File: src/rtl/clock_logic_pkg.sv
// Shared types and defaults for the clock-logic handshake crossing controllers.
package clock_logic_pkg;

  typedef enum logic [1:0] {
    HS_IDLE,
    HS_VALID,
    HS_ACK
  } hs_rx_state_t;

  localparam int SYNC_STAGES_DEFAULT = 2;

endpackage

File: src/rtl/clock_logic_sync_bit.sv
// Reset-clearable multi-flop synchronizer for a single control bit.
// CLOCK_LOGIC_CROSS_HANDSHAKE_NEGEDGE_FIRST_EN clocks the first stage on the falling edge.
module clock_logic_sync_bit
  import clock_logic_pkg::*;
#(
  parameter int SYNC_STAGES = SYNC_STAGES_DEFAULT
) (
  input  logic clock,
  input  logic resetn,
  input  logic d,
  output logic q
);

  logic                   first_q;
  logic [SYNC_STAGES-2:0] rest_q;
  logic [SYNC_STAGES-1:0] chain;

`ifdef CLOCK_LOGIC_CROSS_HANDSHAKE_NEGEDGE_FIRST_EN
  // Half-cycle head start: the falling-edge stage shortens req_s latency by half a period.
  always_ff @(negedge clock or negedge resetn) begin
    if (!resetn) first_q <= 1'b0;
    else         first_q <= d;
  end
`else
  always_ff @(posedge clock or negedge resetn) begin
    if (!resetn) first_q <= 1'b0;
    else         first_q <= d;
  end
`endif

  assign chain = {rest_q, first_q};

  // NOTE: non-blocking assignments make every stage sample the previous stage's old value.
  always_ff @(posedge clock or negedge resetn) begin
    if (!resetn) rest_q <= '0;
    else         rest_q <= chain[SYNC_STAGES-2:0];
  end

  assign q = rest_q[SYNC_STAGES-2];

endmodule

File: src/rtl/clock_logic_cross_handshake_rx.sv
// Receive side of a 4-phase req/ack bus crossing with a valid/ready local output.
// Build option: CLOCK_LOGIC_CROSS_HANDSHAKE_NEGEDGE_FIRST_EN (falling-edge first sync stage).
module clock_logic_cross_handshake_rx
  import clock_logic_pkg::*;
#(
  parameter int WIDTH       = 8,
  parameter int SYNC_STAGES = SYNC_STAGES_DEFAULT,
  parameter int CNT_WIDTH   = 16
) (
  input  logic                 clock,
  input  logic                 resetn,
  input  logic                 async_req,
  input  logic [WIDTH-1:0]     async_data,
  output logic                 async_ack,
  output logic                 out_valid,
  output logic [WIDTH-1:0]     out_data,
  input  logic                 out_ready,
  output logic                 busy,
  output logic [CNT_WIDTH-1:0] xfer_count
);

  hs_rx_state_t         state_q;
  logic                 ack_q;
  logic                 valid_q;
  logic [WIDTH-1:0]     data_q;
  logic [CNT_WIDTH-1:0] count_q;
  logic                 req_s;

  clock_logic_sync_bit #(
    .SYNC_STAGES(SYNC_STAGES)
  ) u_req_sync (
    .clock (clock),
    .resetn(resetn),
    .d     (async_req),
    .q     (req_s)
  );

  // async_data is sampled only in IDLE with req_s high, when the sender guarantees it is stable.
  always_ff @(posedge clock or negedge resetn) begin
    if (!resetn) begin
      state_q <= HS_IDLE;
      ack_q   <= 1'b0;
      valid_q <= 1'b0;
      data_q  <= '0;
      count_q <= '0;
    end else begin
      unique case (state_q)
        HS_IDLE: begin
          if (req_s) begin
            data_q  <= async_data;
            valid_q <= 1'b1;
            state_q <= HS_VALID;
          end
        end
        HS_VALID: begin
          if (out_ready) begin
            valid_q <= 1'b0;
            ack_q   <= 1'b1;
            count_q <= count_q + CNT_WIDTH'(1);
            state_q <= HS_ACK;
          end
        end
        HS_ACK: begin
          if (!req_s) begin
            ack_q   <= 1'b0;
            state_q <= HS_IDLE;
          end
        end
        default: state_q <= HS_IDLE;
      endcase
    end
  end

  assign async_ack  = ack_q;
  assign out_valid  = valid_q;
  assign out_data   = data_q;
  assign busy       = (state_q != HS_IDLE);
  assign xfer_count = count_q;

endmodule

File: config.mk
export PLATFORM = sky130hd
export DESIGN_NAME = clock_logic_cross_handshake_rx
export DESIGN_NICKNAME = d
export VERILOG_FILES = /design/src/rtl/clock_logic_pkg.sv /design/src/rtl/clock_logic_sync_bit.sv /design/src/rtl/clock_logic_cross_handshake_rx.sv
export SDC_FILE = /design/constraint.sdc
export NUM_CORES = 1
export LEC_CHECK = 0
export ABC_AREA = 1
export CAP_MARGIN = 20
export CORE_MARGIN = 3
export CORE_UTILIZATION = 30
export CTS_CLUSTER_SIZE = 8
export DETAILED_ROUTE_END_ITERATION = 8
export PLACE_DENSITY = 0.63
export SYNTH_ARGS = -nofsm -noshare
export SYNTH_HDL_FRONTEND = slang
export SYNTH_HIERARCHICAL = 1
export SYNTH_SLANG_ARGS = --single-unit
File: constraint.sdc
create_clock -name clock -period 1.1 [get_ports clock]
set_input_delay 0.11 -clock clock [delete_from_list [all_inputs] [get_ports clock]]
set_output_delay 0.11 -clock clock [all_outputs]
set_load 0.01 [all_outputs]
==> results.yml, run 1 <==
die:
  start_util_pct: 31.41
  fp.dieH_microns: 73.98
  rows: 24
  dieWidth_microns: 73.98
  die_area_sq_um: 5473
  io_pins: 39
  core_sq_um: 4414
clocking:
  clock_latency_ps: 280
  clkTransAtPathRegs_ps: 70
  cts_max_level: 2
  cts_tree: "yes"
  clock-sinks: 30
  cts_buffers: 5
  root_buffer: "clkbuf_8"
  cts_hold_repair.buffers: 0
  clockBufferDepth: 2
logic_synthesis:
  yosysMostFrequentCell: "nand2_1"
  synth_fp_nets: 153
  yosys_warnings: 6
  syn-cell-area_sq_um: 1386
  synth_cells: 140
  yosys.area.top_type: "dfrtp_1"
  synth_area_leaders: "dfrtp_1, nand2_1, mux2_2"
  synth_edf_count: 0
  synthTopCellsByCount: "nand2_1, dfrtp_1, inv_1, nor2_1, mux2_2"
  avgSynthCellArea_sq_um: 9.902
  synth_top_area_share_pct: 54.15
  async_reset_ff_share_pct: 100.0
  yosysSeqAreaShare_pct: 54.15
  synthFlopType: "dfrtp_1"
  synth.distinct_cells: 23
  synth.ff_latch_count: 30
grt:
  grt_max_degree: 31
  grtUsageMet2_pct: 18.50
  grt_pass1_wl_mm: 5.319
  antenna_found_initial: 0
  busiest_layer: "met2"
  grt_use_met1_pct: 17.69
  grt_use_met3_pct: 4.459
  grt_pass1_vias: 1157
  grt_usage_pct: 13.15
  grt-ovfl-total: 0
routing:
  wl_per_cell_microns: 12.30
  vias_per_cell: 4.470
  vias: 1207
  ant_nets: 0
  drtIter0Drc: 71
  dr.pass1.iters: 4
  drcViolationCount: 0
  totalWireLength_mm: 3.321
setup_path:
  crit_arrival_ps: 1420
  startpoint_type: "flop"
  path_max_fanout: 4
  cp.required_ps: 1270
  cp-startpoint: "state_q[0]$_DFFE_PN0P_"
  reg2reg_slack_ps: -150
  path_class: "flop to flop"
  end_kind: "flop"
  reg2reg_from: "state_q[0]$_DFFE_PN0P_"
layout:
  drive_gt1_share_pct: 44.50
  multi_input_area_sq_um: 716.9
  syn2layout_area_growth_pct: 68.59
  n_antenna_cell: 0
  design_area_sq_um: 2337
  fillCellCount: 386
  regArea_sq_um: 755.7
  final_nets: 230
timing:
  fmax_mhz: 800.7
  slew-limit-headroom_pct: 84.86
  finalHoldViolations: 0
  fin_ws_ps: -148.8
  worst_pin_slew_ps: 227.1
  min_period_ps: 1249
  setup_viol: 27
  drv_slew: 0
  rsz0062_at_grt: "yes"
  finalHoldWorstSlack_ps: 187.0
  clock_skew_ps: 11.58
  post-route-period-util_pct: 113.5
placement:
  place_congestion: 0.7544
  io_buffer_count: 38
  place_hpwl_mm: 2.194
  dpl_cell_area_sq_um: 1957
power_and_ir_drop:
  clockPowerShare_pct: 19.5
  switchingPower_mw: 1.454
  p_comb_share_pct: 42.6
  cellLeakagePower_nw: 1.134
  intPower_mw: 2.856
  seqPwrFrac_pct: 37.9
  vdd_drop_max_uv: 899.3
  power_per_cell_area_nw_per_um2: 1844
  swShare_pct: 33.73
run_status:
  violations: "setup timing"
  status: "finished with violations"
min_path:
  min_path_type: "input port to async pin"
job:
  maxCapViolations: 0
## cell usage in the layout, fill, tap and decap left out, types with 2 or more instances in the layout
master | synthesis | final
buf_6 | 1 | 14
xnor2_1 | 2 | 2
nand3_1 | 6 | 2
inv_1 | 18 | 15
buf_2 | 0 | 3
nand3_2 | 1 | 3
nor3_2 | 2 | 2
nand4_1 | 4 | 4
nand2_2 | 3 | 8
clkbuf_2 | 0 | 2
inv_2 | 0 | 3
nand3_4 | 1 | 3
dfrtp_1 | 30 | 26
clkdlybuf4s15_1 | 0 | 8
nand2_1 | 32 | 25
xor2_1 | 7 | 7
clkdlybuf4s50_1 | 0 | 11
dfrtp_2 | 0 | 4
nor2_1 | 11 | 3
clkinv_2 | 0 | 2
nor2_2 | 2 | 4
o21ai_1 | 1 | 2
nor2_4 | 2 | 8
mux2_2 | 8 | 8
dlygate4sd2_1 | 0 | 13
buf_4 | 0 | 19
clkbuf_8 | 0 | 5
nor3_4 | 0 | 2
## through the flow
step / setup WS (ps) / utilization, % / setup TNS (ps) / total power [mW] / cells
floorplan: -75.59 / - / -275.5 / 2.364 / 140
global placement: -261.1 / 44.33 / -4864 / 3.156 / 240
detailed placement: -295.0 / 44.33 / -4916 / 3.174 / 240
CTS: -174.8 / 49.52 / -1765 / 4.111 / 260
global route: -179.1 / 52.95 / -3204 / 4.594 / 270
finish: -148.8 / 52.95 / -1853 / 4.309 / 270
## power by group through the flow
stage | Clock (mW) | Sequential, mW | Combinational [mW]
CTS | 0.883 | 1.65 | 1.58
floorplan | 0 | 1.79 | 0.570
finish | 0.840 | 1.64 | 1.83
detailed placement | 0 | 1.70 | 1.48
global route | 0.936 | 1.67 | 1.98
global placement | 0 | 1.69 | 1.46
## kinds of logic after synthesis
group	count (synthesis)	share of synthesized area [%]
fa+ha+maj	1	0.9024
simple gates	67	24.10
mux	8	6.498
flops	30	54.15
xor+xnor	10	6.860
compound gates	5	1.804
buf+inv	19	5.686
## critical path, stage by stage (launching register included)
cell and delay [ps]:
dfrtp_1 380, buf_6 120, nand3_4 100, buf_4 160, nor2_4 130, nand3_2 90, xor2_1 140
## state kept, by name, summed over array words and instances (netlist names)
| register | count |
|---|---|
| out_valid | 1 |
| u_req_sync/first_q | 1 |
| u_req_sync/q | 1 |
| out_data | 8 |
| async_ack | 1 |
| state_q | 2 |
| xfer_count | 16 |
## final timing paths
path,endpoint,cells past startpoint
max in group asynchronous,xfer_count[3]$_DFFE_PN0P_,2
min,xfer_count[7]$_DFFE_PN0P_,2
max,xfer_count[8]$_DFFE_PN0P_,6
min in group clock,u_req_sync/first_q$_DFF_PN0_,1
max reg2reg,xfer_count[8]$_DFFE_PN0P_,6
min reg2reg,u_req_sync/q$_DFF_PN0_,0
## routing by layer
| layer | up-vias | share of wire [%] |
|---|---|---|
| met5 | - | 0 |
| met4 | 0 | 2.3 |
| li1 | 597 | - |
| met1 | 576 | 46 |
| met3 | 6 | 4.6 |
| met2 | 28 | 47 |
## what timing repair did
action | CTS | global route
setup endpoints to repair | 51 | 34
resized for setup | 68 | 30
pin swaps | 11 | 17
setup buffers | 12 | 10
## cell type report
| cell class | count | share of cell area (%) |
|---|---|---|
| Timing Repair Buffer | 71 | 27.78 |
| Clock buffer | 6 | 3.105 |
| Sequential cell | 30 | 32.33 |
| Inverter | 18 | 2.891 |
| Multi-Input combinational cell | 91 | 30.67 |
| Clock inverter | 2 | 0.4283 |
| Tap cell | 52 | 2.784 |
Power figures use the tool's default switching activity.
==> run 2: changes to the inputs <==
Settings changed: SYNTH_HIERARCHICAL 1 to unset.
==> run 2 against run 1 <==
  * The run still ends with setup timing left
  * Largest power group unchanged
  * Clock-buffer cell count stayed put
  * Sequential power is 4% lower
  * Non-clock buffer count is 6 higher
  * Global-route usage is 1.1 points higher
  * Core utilization is 1.9 points higher
  * Register-to-register slack hardly changed
  * Synthesized cell count stayed put
  * Clock skew is 3.5 ps lower
==> results.yml, run 2 <==
run_status:
  status: "finished with violations"
  violations: "setup timing"
logic_synthesis:
  synth_area_leaders: "dfrtp_1, nand2_1, inv_1"
  avgSynthCellArea_sq_um: 10.05
  synth_edf_count: 0
  yosys_warnings: 0
  async_reset_ff_share_pct: 100.0
  yosys.area.top_type: "dfrtp_1"
  synth_cells: 140
  synth.ff_latch_count: 30
  synth.distinct_cells: 24
  synthTopCellsByCount: "nand2_1, dfrtp_1, inv_1, nor2_1, xor2_1"
  syn-cell-area_sq_um: 1408
  synth_fp_nets: 153
  synthFlopType: "dfrtp_1"
  yosysMostFrequentCell: "nand2_1"
  yosysSeqAreaShare_pct: 53.33
  synth_top_area_share_pct: 53.33
placement:
  dpl_cell_area_sq_um: 2008
  place_hpwl_mm: 2.314
  pre_cts_slack_ps: -266.3
  place_congestion: 0.8054
  io_buffer_count: 38
power_and_ir_drop:
  seqPwrFrac_pct: 30.4
  swShare_pct: 30.20
  vdd_drop_max_uv: 807.5
  clockPowerShare_pct: 26.8
  p_comb_share_pct: 42.8
  cellLeakagePower_nw: 1.175
  switchingPower_mw: 1.570
  power_per_cell_area_nw_per_um2: 2135
  intPower_mw: 3.630
timing:
  fmax_mhz: 792.6
  fin_ws_ps: -161.6
  worst_pin_slew_ps: 307.2
  setup_viol: 28
  rsz0062_at_grt: "yes"
  slew-limit-headroom_pct: 79.37
  finalHoldWorstSlack_ps: 179.1
  finalHoldViolations: 0
  min_period_ps: 1262
  drv_slew: 0
  clock_skew_ps: 8.045
  post-route-period-util_pct: 114.7
routing:
  vias: 1208
  totalWireLength_mm: 3.428
  wl_per_cell_microns: 12.42
  dr.pass1.iters: 4
  ant_nets: 0
  drtIter0Drc: 93
  vias_per_cell: 4.377
  wl_met1_mm: 1.562
  met3_length_microns: 125
  highest_layer: "met4"
  drcViolationCount: 0
  routed-wl-met2_mm: 1.662
setup_path:
  end_kind: "flop"
  startpoint_type: "flop"
  path_class: "flop to flop"
  worstPathCellList: "buf_12 -> nand3_4 -> buf_4 -> buf_6 -> nor2_4 -> xor2_1"
  crit_buf_inv: 3
  slowest_delay_ps: 430
  cpLargestDelayFamily: "flip-flops"
  path_max_fanout: 7
  cp.required_ps: 1270
  crit_arrival_ps: 1430
  crit_slowest_cell: "dfrtp_2"
layout:
  fillCellCount: 378
  drive_gt1_share_pct: 43.30
  syn2layout_area_growth_pct: 73.07
  final_common_cell: "nand2_1"
  design_area_sq_um: 2436
  largest_reg_flops: 16
  layout_common_cells: "nand2_1, buf_4, dfrtp_1"
  n_antenna_cell: 0
  final_nets: 236
  utilization_pct: 54.81
clocking:
  cts_max_level: 2
  root_buffer: "clkbuf_8"
  clock-sinks: 30
  cts_buffers: 5
  clkTransAtPathRegs_ps: 70
  cts_tree: "yes"
  clockBufferDepth: 2
  clock_latency_ps: 280
grt:
  antenna_found_initial: 0
  grt_max_degree: 31
  grt_usage_pct: 14.27
  grt-ovfl-total: 0
  grt_pass1_vias: 1241
  grt_pass1_wl_mm: 5.920
die:
  fp.dieH_microns: 74.50
  rows: 24
  die_area_sq_um: 5550
  start_util_pct: 31.67
  dieWidth_microns: 74.50
  io_pins: 39
  core_sq_um: 4444
min_path:
  min_path_type: "input port to async pin"
job:
  maxCapViolations: 0
run 2: cell count changes in the layout (fill, tap and decap cells not counted), moves of 3 or more:
cell     before  now
mux2_2        8    5
mux2_1        0    3
nand2_1      25   30
nand2_2       8    4
buf_2         3    0
buf_4        19   29
run 2: kinds of logic after synthesis:
kind of cell / share of synthesized area (%)
flops: 53.33
xor+xnor: 6.756
compound gates: 1.777
buf+inv: 5.600
fa+ha+maj: 0.8887
mux: 6.400
simple gates: 25.24
run 2: worst paths after layout:
kind / start / end / slack, ps / cells past startpoint
setup reg to reg: state_q[0]$_DFFE_PN0P_ / xfer_count[2]$_DFFE_PN0P_ / -160 / 6
hold / removal: resetn / xfer_count[9]$_DFFE_PN0P_ / 180 / 2
hold reg to reg: u_req_sync.first_q$_DFF_PN0_ / u_req_sync.q$_DFF_PN0_ / 350 / 0
max in group asynchronous: resetn / xfer_count[7]$_DFFE_PN0P_ / 730 / 2
setup / recovery: state_q[0]$_DFFE_PN0P_ / xfer_count[2]$_DFFE_PN0P_ / -160 / 6
min in group clock: async_req / u_req_sync.first_q$_DFF_PN0_ / 270 / 1
run 2: cell type report:
type	instances	area, sq um	area share (%)
Timing Repair Buffer	77	708.2	29.07
Sequential cell	30	758.2	31.12
Multi-Input combinational cell	91	694.4	28.51
Tap cell	52	65.06	2.671
Inverter	18	67.56	2.773
Clock inverter	2	60.06	2.465
Clock buffer	6	82.58	3.390
run 2: per-layer routing:
layer / GRT usage [%] / vias to the layer above
met3: 4.054 / 7
met4: 5.534 / 0
met5: 0 / -
met1: 18.93 / 573
met2: 22.05 / 19
li1: - / 609
run 2: timing repair:
action                                  4_1_cts  5_1_grt
endpoints found under the setup margin       52       37
cloned                                        0        0
hold buffers                                  0        0
buffers inserted                             17        8
gates resized for setup                      60       22
pin swaps                                    15       13
run 2: power by group through the flow:
| stage | Clock [mW] | Combinational (mW) | Sequential (mW) |
|---|---|---|---|
| after floorplan | 0 | 0.599 | 1.83 |
| after global placement | 0 | 1.54 | 1.73 |
| after detailed placement | 0 | 1.57 | 1.73 |
| after CTS | 1.42 | 2.10 | 1.59 |
| after global routing | 1.48 | 2.40 | 1.63 |
| final | 1.40 | 2.23 | 1.58 |
run 2: stage by stage:
step,total power [mW],cells,setup TNS [ps]
floorplan,2.425,140,-107.2
global placement,3.269,243,-3845
detailed placement,3.302,243,-4259
CTS,5.106,268,-2370
global route,5.510,276,-4861
finish,5.200,276,-2854
run 2: worst register-to-register path: cells and delay by family (launching register included):
family        cells  cell delay, ps
xor+xnor          1             140
buf+inv           3             390
flops             1             430
simple gates      2             170
